### src/rtl/imem_loader_if.sv
// imem_loader_if: word stream in, byte write bus out
interface imem_loader_if #(parameter int ADDR_WIDTH = 24);
    logic                  in_valid;
    logic                  in_ready;
    logic [23:0]           in_data;
    logic                  in_last;
    logic                  mem_we;
    logic [ADDR_WIDTH-1:0] mem_addr;
    logic [7:0]            mem_wdata;
    modport master (output in_valid, in_data, in_last, input in_ready, mem_we, mem_addr, mem_wdata);
    modport slave  (input in_valid, in_data, in_last, output in_ready, mem_we, mem_addr, mem_wdata);
endinterface

### src/rtl/imem_loader.sv
// imem_loader: writes 24-bit words into byte-addressed memory as 3 big-endian bytes
module imem_loader #(
    parameter int ADDR_WIDTH = 24,
    parameter int MEM_DEPTH  = 1024
) (
    input  logic                  clk,
    input  logic                  reset,
    input  logic                  start,
    input  logic [ADDR_WIDTH-1:0] base_addr,
    imem_loader_if.slave          bus,
    output logic                  busy,
    output logic                  done,
    output logic                  error,
    output logic [ADDR_WIDTH-1:0] word_count
);
    typedef enum logic [2:0] {IDLE, ARMED, WR0, WR1, WR2, FIN} state_t;
    localparam logic [ADDR_WIDTH:0] LAST_BYTE = (ADDR_WIDTH+1)'(MEM_DEPTH - 1);
    state_t                state, state_nxt;
    logic [ADDR_WIDTH-1:0] wr_ptr;
    logic [23:0]           data_q;
    logic                  last_q;
    logic                  fits;
    // one extra bit so a pointer near the top of the address space cannot wrap into range
    assign fits         = ({1'b0, wr_ptr} + (ADDR_WIDTH+1)'(2)) <= LAST_BYTE;
    assign bus.in_ready = state == ARMED;
    assign bus.mem_we   = state == WR0 || state == WR1 || state == WR2;
    assign busy         = state != IDLE;
    assign done         = state == FIN;
    always_ff @(posedge clk)
        state <= !reset ? IDLE : state_nxt;
    always_comb begin
        state_nxt = state;
        case (state)
            IDLE:    state_nxt = start ? ARMED : IDLE;
            ARMED:   state_nxt = !bus.in_valid ? ARMED : fits ? WR0 : FIN;
            WR0:     state_nxt = WR1;
            WR1:     state_nxt = WR2;
            WR2:     state_nxt = last_q ? FIN : ARMED;
            default: state_nxt = IDLE;
        endcase
    end
    // address/data are loaded one edge ahead so the bus is registered when mem_we rises
    always_ff @(posedge clk) begin
        if (!reset) begin
            wr_ptr        <= '0;
            word_count    <= '0;
            error         <= 1'b0;
            data_q        <= '0;
            last_q        <= 1'b0;
            bus.mem_addr  <= '0;
            bus.mem_wdata <= '0;
        end else begin
            case (state)
                IDLE: if (start) begin
                    wr_ptr     <= base_addr;
                    word_count <= '0;
                    error      <= 1'b0;
                end
                ARMED: if (bus.in_valid) begin
                    data_q <= bus.in_data;
                    last_q <= bus.in_last;
                    if (fits) begin
                        bus.mem_addr  <= wr_ptr;
                        bus.mem_wdata <= bus.in_data[23:16];
                    end else
                        error <= 1'b1;
                end
                WR0: begin
                    bus.mem_addr  <= wr_ptr + ADDR_WIDTH'(1);
                    bus.mem_wdata <= data_q[15:8];
                end
                WR1: begin
                    bus.mem_addr  <= wr_ptr + ADDR_WIDTH'(2);
                    bus.mem_wdata <= data_q[7:0];
                end
                WR2: begin
                    wr_ptr     <= wr_ptr + ADDR_WIDTH'(3);
                    word_count <= word_count + ADDR_WIDTH'(1);
                end
                default: ;
            endcase
        end
    end
endmodule

### src/flat_wrapper.sv
// flat-port wrapper written by rule: the top's interface ports become plain ports
module imem_loader_flat 
#(
    parameter int ADDR_WIDTH = 24,
    parameter int MEM_DEPTH  = 1024
)
  (clk, reset, start, base_addr, busy, done, error, word_count, bus_in_valid, bus_in_data, bus_in_last, bus_in_ready, bus_mem_we, bus_mem_addr, bus_mem_wdata);
  imem_loader_if #(.ADDR_WIDTH(ADDR_WIDTH)) bus_i ();
  input  logic clk;
  input  logic reset;
  input  logic start;
  input  logic [ADDR_WIDTH-1:0] base_addr;
  output logic busy;
  output logic done;
  output logic error;
  output logic [ADDR_WIDTH-1:0] word_count;
  input wire logic [$bits(bus_i.in_valid)-1:0] bus_in_valid;
  input wire logic [$bits(bus_i.in_data)-1:0] bus_in_data;
  input wire logic [$bits(bus_i.in_last)-1:0] bus_in_last;
  output wire logic [$bits(bus_i.in_ready)-1:0] bus_in_ready;
  output wire logic [$bits(bus_i.mem_we)-1:0] bus_mem_we;
  output wire logic [$bits(bus_i.mem_addr)-1:0] bus_mem_addr;
  output wire logic [$bits(bus_i.mem_wdata)-1:0] bus_mem_wdata;
  assign bus_i.in_valid = bus_in_valid;
  assign bus_i.in_data = bus_in_data;
  assign bus_i.in_last = bus_in_last;
  assign bus_in_ready = bus_i.in_ready;
  assign bus_mem_we = bus_i.mem_we;
  assign bus_mem_addr = bus_i.mem_addr;
  assign bus_mem_wdata = bus_i.mem_wdata;
  imem_loader #(.ADDR_WIDTH(ADDR_WIDTH), .MEM_DEPTH(MEM_DEPTH)) u_core (.clk(clk), .reset(reset), .start(start), .base_addr(base_addr), .bus(bus_i), .busy(busy), .done(done), .error(error), .word_count(word_count));
endmodule
### config.mk
export PLATFORM = sky130hd
export DESIGN_NAME = imem_loader_flat
export DESIGN_NICKNAME = d
export VERILOG_FILES = /design/src/rtl/imem_loader_if.sv /design/src/rtl/imem_loader.sv /design/src/flat_wrapper.sv
export SDC_FILE = /design/constraint.sdc
export NUM_CORES = 1
export LEC_CHECK = 0
export BUFFER_PORTS_ARGS = -buffer_cell sky130_fd_sc_hd__buf_4
export CORE_MARGIN = 4
export CORE_UTILIZATION = 56
export CTS_CLUSTER_DIAMETER = 30
export DETAILED_ROUTE_END_ITERATION = 7
export HOLD_SLACK_MARGIN = 0.06
export PLACE_DENSITY = 0.9
export SYNTH_ARGS = -nofsm -noshare
export SYNTH_HDL_FRONTEND = slang
export SYNTH_SLANG_ARGS = --single-unit
### constraint.sdc
create_clock -name clk -period 3.22 [get_ports clk]
set_input_delay 0.966 -clock clk [delete_from_list [all_inputs] [get_ports clk]]
set_output_delay 0.966 -clock clk [all_outputs]
set_load 0.01 [all_outputs]
# Yosys cells after proc, flatten, opt, wreduce, memory -nomap -nowiden
# Index checks and enable logic that the tools add are counted.
dict set report op_classes {
  addsub 5
  n_lt_le_gt_ge 1
  eq_ne 9
  n_mux 19
  reduce_logical 11
}
# cell count
set op_table {}
lappend op_table {{$mux W24} 4}
lappend op_table {{$pmux W24 S2} 2}
lappend op_table {{$pmux W24 S3} 1}
lappend op_table {{$add A24 B1 Y24 const B} 2}
lappend op_table {{$add A24 B2 Y24 const B} 2}
lappend op_table {{$add A24 B2 Y25 const B} 1}
lappend op_table {{$le A25 B10 Y1 const B} 1}
lappend op_table {{$pmux W8 S3} 1}
lappend op_table {{$mux W8} 2}
lappend op_table {{$pmux W3 S5} 1}
lappend op_table {{$mux W3} 3}
lappend op_table {{$eq A3 B2 Y1 const B} 2}
lappend op_table {{$eq A3 B3 Y1 const B} 2}
lappend op_table {{$ne A2 B2 Y1 const B} 3}
lappend op_table {{$reduce_bool A3 Y1} 2}
lappend op_table {{$mux W1} 4}
lappend op_table {{$reduce_and A2 Y1} 2}
lappend op_table {{$reduce_and A4 Y1} 1}
lappend op_table {{$reduce_bool A2 Y1} 2}
lappend op_table {{$eq A3 B1 Y1 const B} 1}
lappend op_table {{$logic_not A3 Y1} 1}
lappend op_table {{$reduce_and A3 Y1} 1}
lappend op_table {{$logic_or A1 B1 Y1} 2}
lappend op_table {{$ne A2 B1 Y1 const B} 1}
lappend op_table {{$pmux W1 S2} 1}
dict set report totals {
  register_bits 101
  wordCells 53
}

# Longest topological paths before layout
dict set report depth {
  depth_word 5
  depth_mapped 10
  mapped_depth_nobuf 9
}

# Worst setup path before layout
# Ideal clock, no wire load.
dict set report synth_path {
  path_type {reg-to-reg}
  from {reg u_core.wr_ptr[1]}
  to {reg u_core.bus.mem_addr[22]}
  setup_time_ns 0.116
  t_arrival_ns 2.608
  path_slack_ns 0.496
  stages_incl_launch_ff 11
  n_path_buf 1
  period_less_slack_ns 2.724
  cell_sequence {dfxtp_1 -> ha_1 -> inv_1 -> nor4_1 -> xnor2_1 -> o211ai_1 -> or4_4 -> nor4_4 -> nor2_2 -> buf_4 -> o211a_1}
}
dict set report synth_between {
  elab_chain_cells 4
}
# element line
set synth_lines {}
lappend synth_lines {{start: declaration} imem_loader.sv:19} ;# logic [ADDR_WIDTH-1:0] wr_ptr;
lappend synth_lines {{start signal: assignment} imem_loader.sv:55} ;# wr_ptr <= base_addr;
lappend synth_lines {{start signal: assignment} imem_loader.sv:77} ;# wr_ptr <= wr_ptr + ADDR_WIDTH'(3);
lappend synth_lines {{$add A24 B2 Y25} imem_loader.sv:24} ;# assign fits = ({1'b0, wr_ptr} + (ADDR_WIDTH+1)'(2)) <= LAST_BYTE;
lappend synth_lines {{$le A25 B10 Y1} imem_loader.sv:24}
lappend synth_lines {{$ne A2 B1 Y1 (no source line)} n/a}
lappend synth_lines {{$reduce_and A3 Y1 (no source line)} n/a}
lappend synth_lines {{end signal: assignment} imem_loader.sv:63} ;# bus.mem_addr <= wr_ptr;
lappend synth_lines {{end signal: assignment} imem_loader.sv:69} ;# bus.mem_addr <= wr_ptr + ADDR_WIDTH'(1);
lappend synth_lines {{end signal: assignment} imem_loader.sv:73} ;# bus.mem_addr <= wr_ptr + ADDR_WIDTH'(2);
lappend synth_lines {{end: declaration} imem_loader_if.sv:11} ;# modport slave (input in_valid, in_data, in_last, output in_ready, mem_we, mem_addr, mem_wdata);
# Parallel ways exist; a longest one is shown, timed or not.
# A chain may end at the register's enable or synchronous reset.

# Final worst setup path
dict set report layout_path {
  from {reg u_core.wr_ptr[9]}
  to {reg u_core.bus.mem_addr[12]}
}
# The elaborated chain is that of the path after synthesis.

==> key figures <==
Die
  – Die area: 11760 um2
  – Chip width: 108.4 um
  – Die H: 108.4 um
  – Site Rows: 36
  – Core area: 9819 um2
  – # IOs: 114
  – Initial Util: 0.5753

Clock tree
  – TritonCTS Buffers: 9
  – Post-CTS sizing: 0
  – # hold bufs at CTS: 0
  – Clk sink count: 101
  – Post-CTS Setup Inserts: 0
  – Latest clock arrival within the worst-skew pair: 0.39 ns
  – H-tree depth: 3
  – Clk slew on worst S/H paths: 0.11 ns
  – Root Buffer: clkbuf_8
  – CTS tree: built
  – Max Root-Sink Buffers: 2

Setup path
  – CP startpoint kind: register
  – Worst Path Arrival: 3.29 ns
  – Crit-path max cell delay: 0.57 ns
  – Critical path capture point type: register
  – WS Path Type: register to register
  – CP Cell Sequence: nand4_1 > nor4_1 > xnor2_1 > o211ai_1 > or4_4 > nor4_4 > buf_6 > or3_1 > o211a_1
  – Crit-path max FO: 31
  – Critical-path top delay cell: or4_4
  – Worst Path Required: 3.55 ns

Synthesis
  – Synth warnings: 0
  – Mean post-synth cell area: 8.117 um2
  – Post-Synthesis Cells: 696
  – Predominant post-synthesis flop cell: dfxtp_1
  – Yosys top cell by area: dfxtp_1
  – Mapped cell area: 5649 um2
  – Seq cells post-synth: 101
  – Seq/Total Area, Yosys: 0.3579
  – Count leader, synth: dfxtp_1
  – Yosys cell types: 56
  – Synth area leaders: dfxtp_1 36%, nand2_1 6.6%, a21boi_0 4.8%
  – FFs w/ async S/R, synth: 0
  – Post-synth EDFFs: 0
  – Synth top cells by count: 101 x dfxtp_1, 99 x nand2_1, 49 x nor2_1
  – Share of Yosys cell area claimed by the top area cell type: 0.3579
  – Syn Nets: 755

Finish
  – Area growth syn-to-layout: 20.24%
  – Layout cells sized above 1: 0.2122
  – Ant diodes: 0
  – Filler Cell Count: 796
  – Post-route insts no fill: 920
  – # nets final: 841

Timing
  – Final hold vios: 0
  – Endpoints failing setup: 0
  – Worst-Margin Slew: 0.8241 ns
  – Setup WS post-layout: 0.2557 ns
  – Clock Skews: 0.01919 ns
  – RSZ-0062 raised after global routing: false
  – Final worst path period share: 0.9206
  – F_max: 337.3 MHz
  – Slew HR: 0.4481
  – Slew Viols, Final: 0
  – Final setup TNS: 0 ns
  – Tmin final: 2.964 ns

Run status
  – Status: completed

Global routing
  – Antenna violations before repair: 0
  – Total gr overflow: 0
  – Largest net degree at the start of global routing: 72
  – Vias in the first global route: 5379
  – First-pass GRT wire length: 26.12 mm
  – GRT Total Usage: 0.2788

Detailed routing
  – First-iteration detailed-routing DRC count: 350
  – DRT Pass-1 Iters: 5
  – WL/cell: 17.54 um
  – Detail Route Antenna Nets: 0
  – Vias per cell: 5.997
  – Post-route DRC violation count: 0
  – Final wirelength: 16.13 mm
  – Via count of the routed design: 5517

Placement
  – RePlAce Congestion: 0.9713
  – Port bufs: 113
  – Worst slack, placed: 0.2032 ns
  – Placed cells: 904
  – DP Wirelength: 11.71 mm

Pwr
  – Static leakage: 2.920 nW
  – Worst VDD drop: 0.3103 mV
  – PwrDens: 412.0 nW/um2

Min path
  – Min-delay worst type: register to register

Run
  – Max_cap viols: 0
==> final cells by class <==
| class | instances | area [um2] | share of cell area |
|---|---|---|---|
| inverter | 9 | 33.78 | 0.004973 |
| timing repair buffer | 137 | 1032 | 0.1520 |
| clock inverter | 7 | 67.56 | 0.009947 |
| tap | 133 | 166.4 | 0.02450 |
| multi-input combinational | 524 | 3346 | 0.4925 |
| sequential | 101 | 2023 | 0.2978 |
| clock buffer | 9 | 123.9 | 0.01824 |
==> registers in the layout (all words and copies together), names as in the netlist <==
| signal | count |
|---|---|
| u_core.bus.mem_addr | 24 |
| u_core.word_count | 24 |
| u_core.wr_ptr | 24 |
| u_core.data_q | 16 |
| u_core.bus.mem_wdata | 8 |
| u_core.state | 3 |
| u_core.error | 1 |
| u_core.last_q | 1 |
==> critical path: cells and delay by family, from the launching register on <==
family | cells | cell delay, ns
xor gates and xnor gates | 1 | 0.16
AOI/OAI and AO/OA | 2 | 0.25
DFF | 1 | 0.54
and+or+nand+nor | 5 | 1.68
buffers and inverters | 1 | 0.27
==> through the flow <==
step / hold slack, ns / util / area [um2] / power [mW]
after floorplan: 0.4428 / - / 5649 / 1.785
after global placement: 0.4504 / 0.6713 / 6591 / 1.984
after detailed placement: 0.4586 / 0.6713 / 6591 / 2.003
after CTS: 0.4750 / 0.6907 / 6783 / 2.799
after global routing: 0.5037 / 0.6918 / 6793 / 2.915
final: 0.4710 / 0.6918 / 6793 / 2.799
==> power breakdown <==
| part | switching, mW | total (mW) | internal [mW] |
|---|---|---|---|
| Combinational | 0.307 | 0.570 | 0.262 |
| Sequential | 0.0976 | 1.42 | 1.32 |
| Clock | 0.512 | 0.812 | 0.300 |
==> cells by family after synthesis <==
logic type / Yosys count / synth area share
flip-flops: 101 / 0.3579
AND/OR/NAND/NOR: 296 / 0.2689
multiplexers: 27 / 0.04784
AO/OA/AOI/OAI: 164 / 0.2120
XOR/XNOR: 31 / 0.04806
adder cells (fa/ha/maj): 6 / 0.01329
buffers and inverters: 71 / 0.05205
==> per-layer routing <==
layer / wire, um / share of wire / global-route usage / vias to the layer above
met1: 6784 / 0.42 / 0.3546 / 2611
met5: 0 / 0 / 0 / -
met4: 575 / 0.036 / 0.1244 / 0
met2: 7704 / 0.48 / 0.4638 / 209
li1: - / - / - / 2659
met3: 1067 / 0.066 / 0.04597 / 38
==> cell usage in the layout (no fill, tap or decap), types with 3 or more instances in the layout <==
master,Yosys,layout
o21ai_0,17,17
o21a_1,4,4
a41oi_1,3,3
mux2i_1,27,27
nor2b_1,11,10
nor3_1,15,14
clkbuf_8,0,9
xnor2_1,28,28
o311a_1,10,10
and2_1,14,14
dfxtp_1,101,100
a21oi_1,24,24
inv_1,9,9
o21ai_1,8,8
or3_1,22,22
nand2b_1,7,7
xor2_1,3,3
and3_1,9,9
and4_1,6,6
a211oi_1,4,4
nand2_1,99,99
o211ai_1,21,21
ha_1,6,6
nand3_1,26,26
a21boi_0,36,36
o211a_1,17,17
a221oi_1,5,5
nor4_1,7,7
nor2_1,49,49
nand4_1,17,17
buf_4,1,136
==> final timing paths <==
| check | cells after the start | slack, ns | startpoint | end |
|---|---|---|---|---|
| setup reg to reg | 9 | 0.26 | u_core.wr_ptr[9] | u_core.bus.mem_addr[12] |
| hold / removal | 2 | 0.47 | u_core.bus.mem_wdata[6] | u_core.bus.mem_wdata[6] |
| setup / recovery | 9 | 0.26 | u_core.wr_ptr[9] | u_core.bus.mem_addr[12] |
| hold reg to reg | 2 | 0.47 | u_core.bus.mem_wdata[6] | u_core.bus.mem_wdata[6] |
No activity file was read; power rests on OpenSTA's default activity.
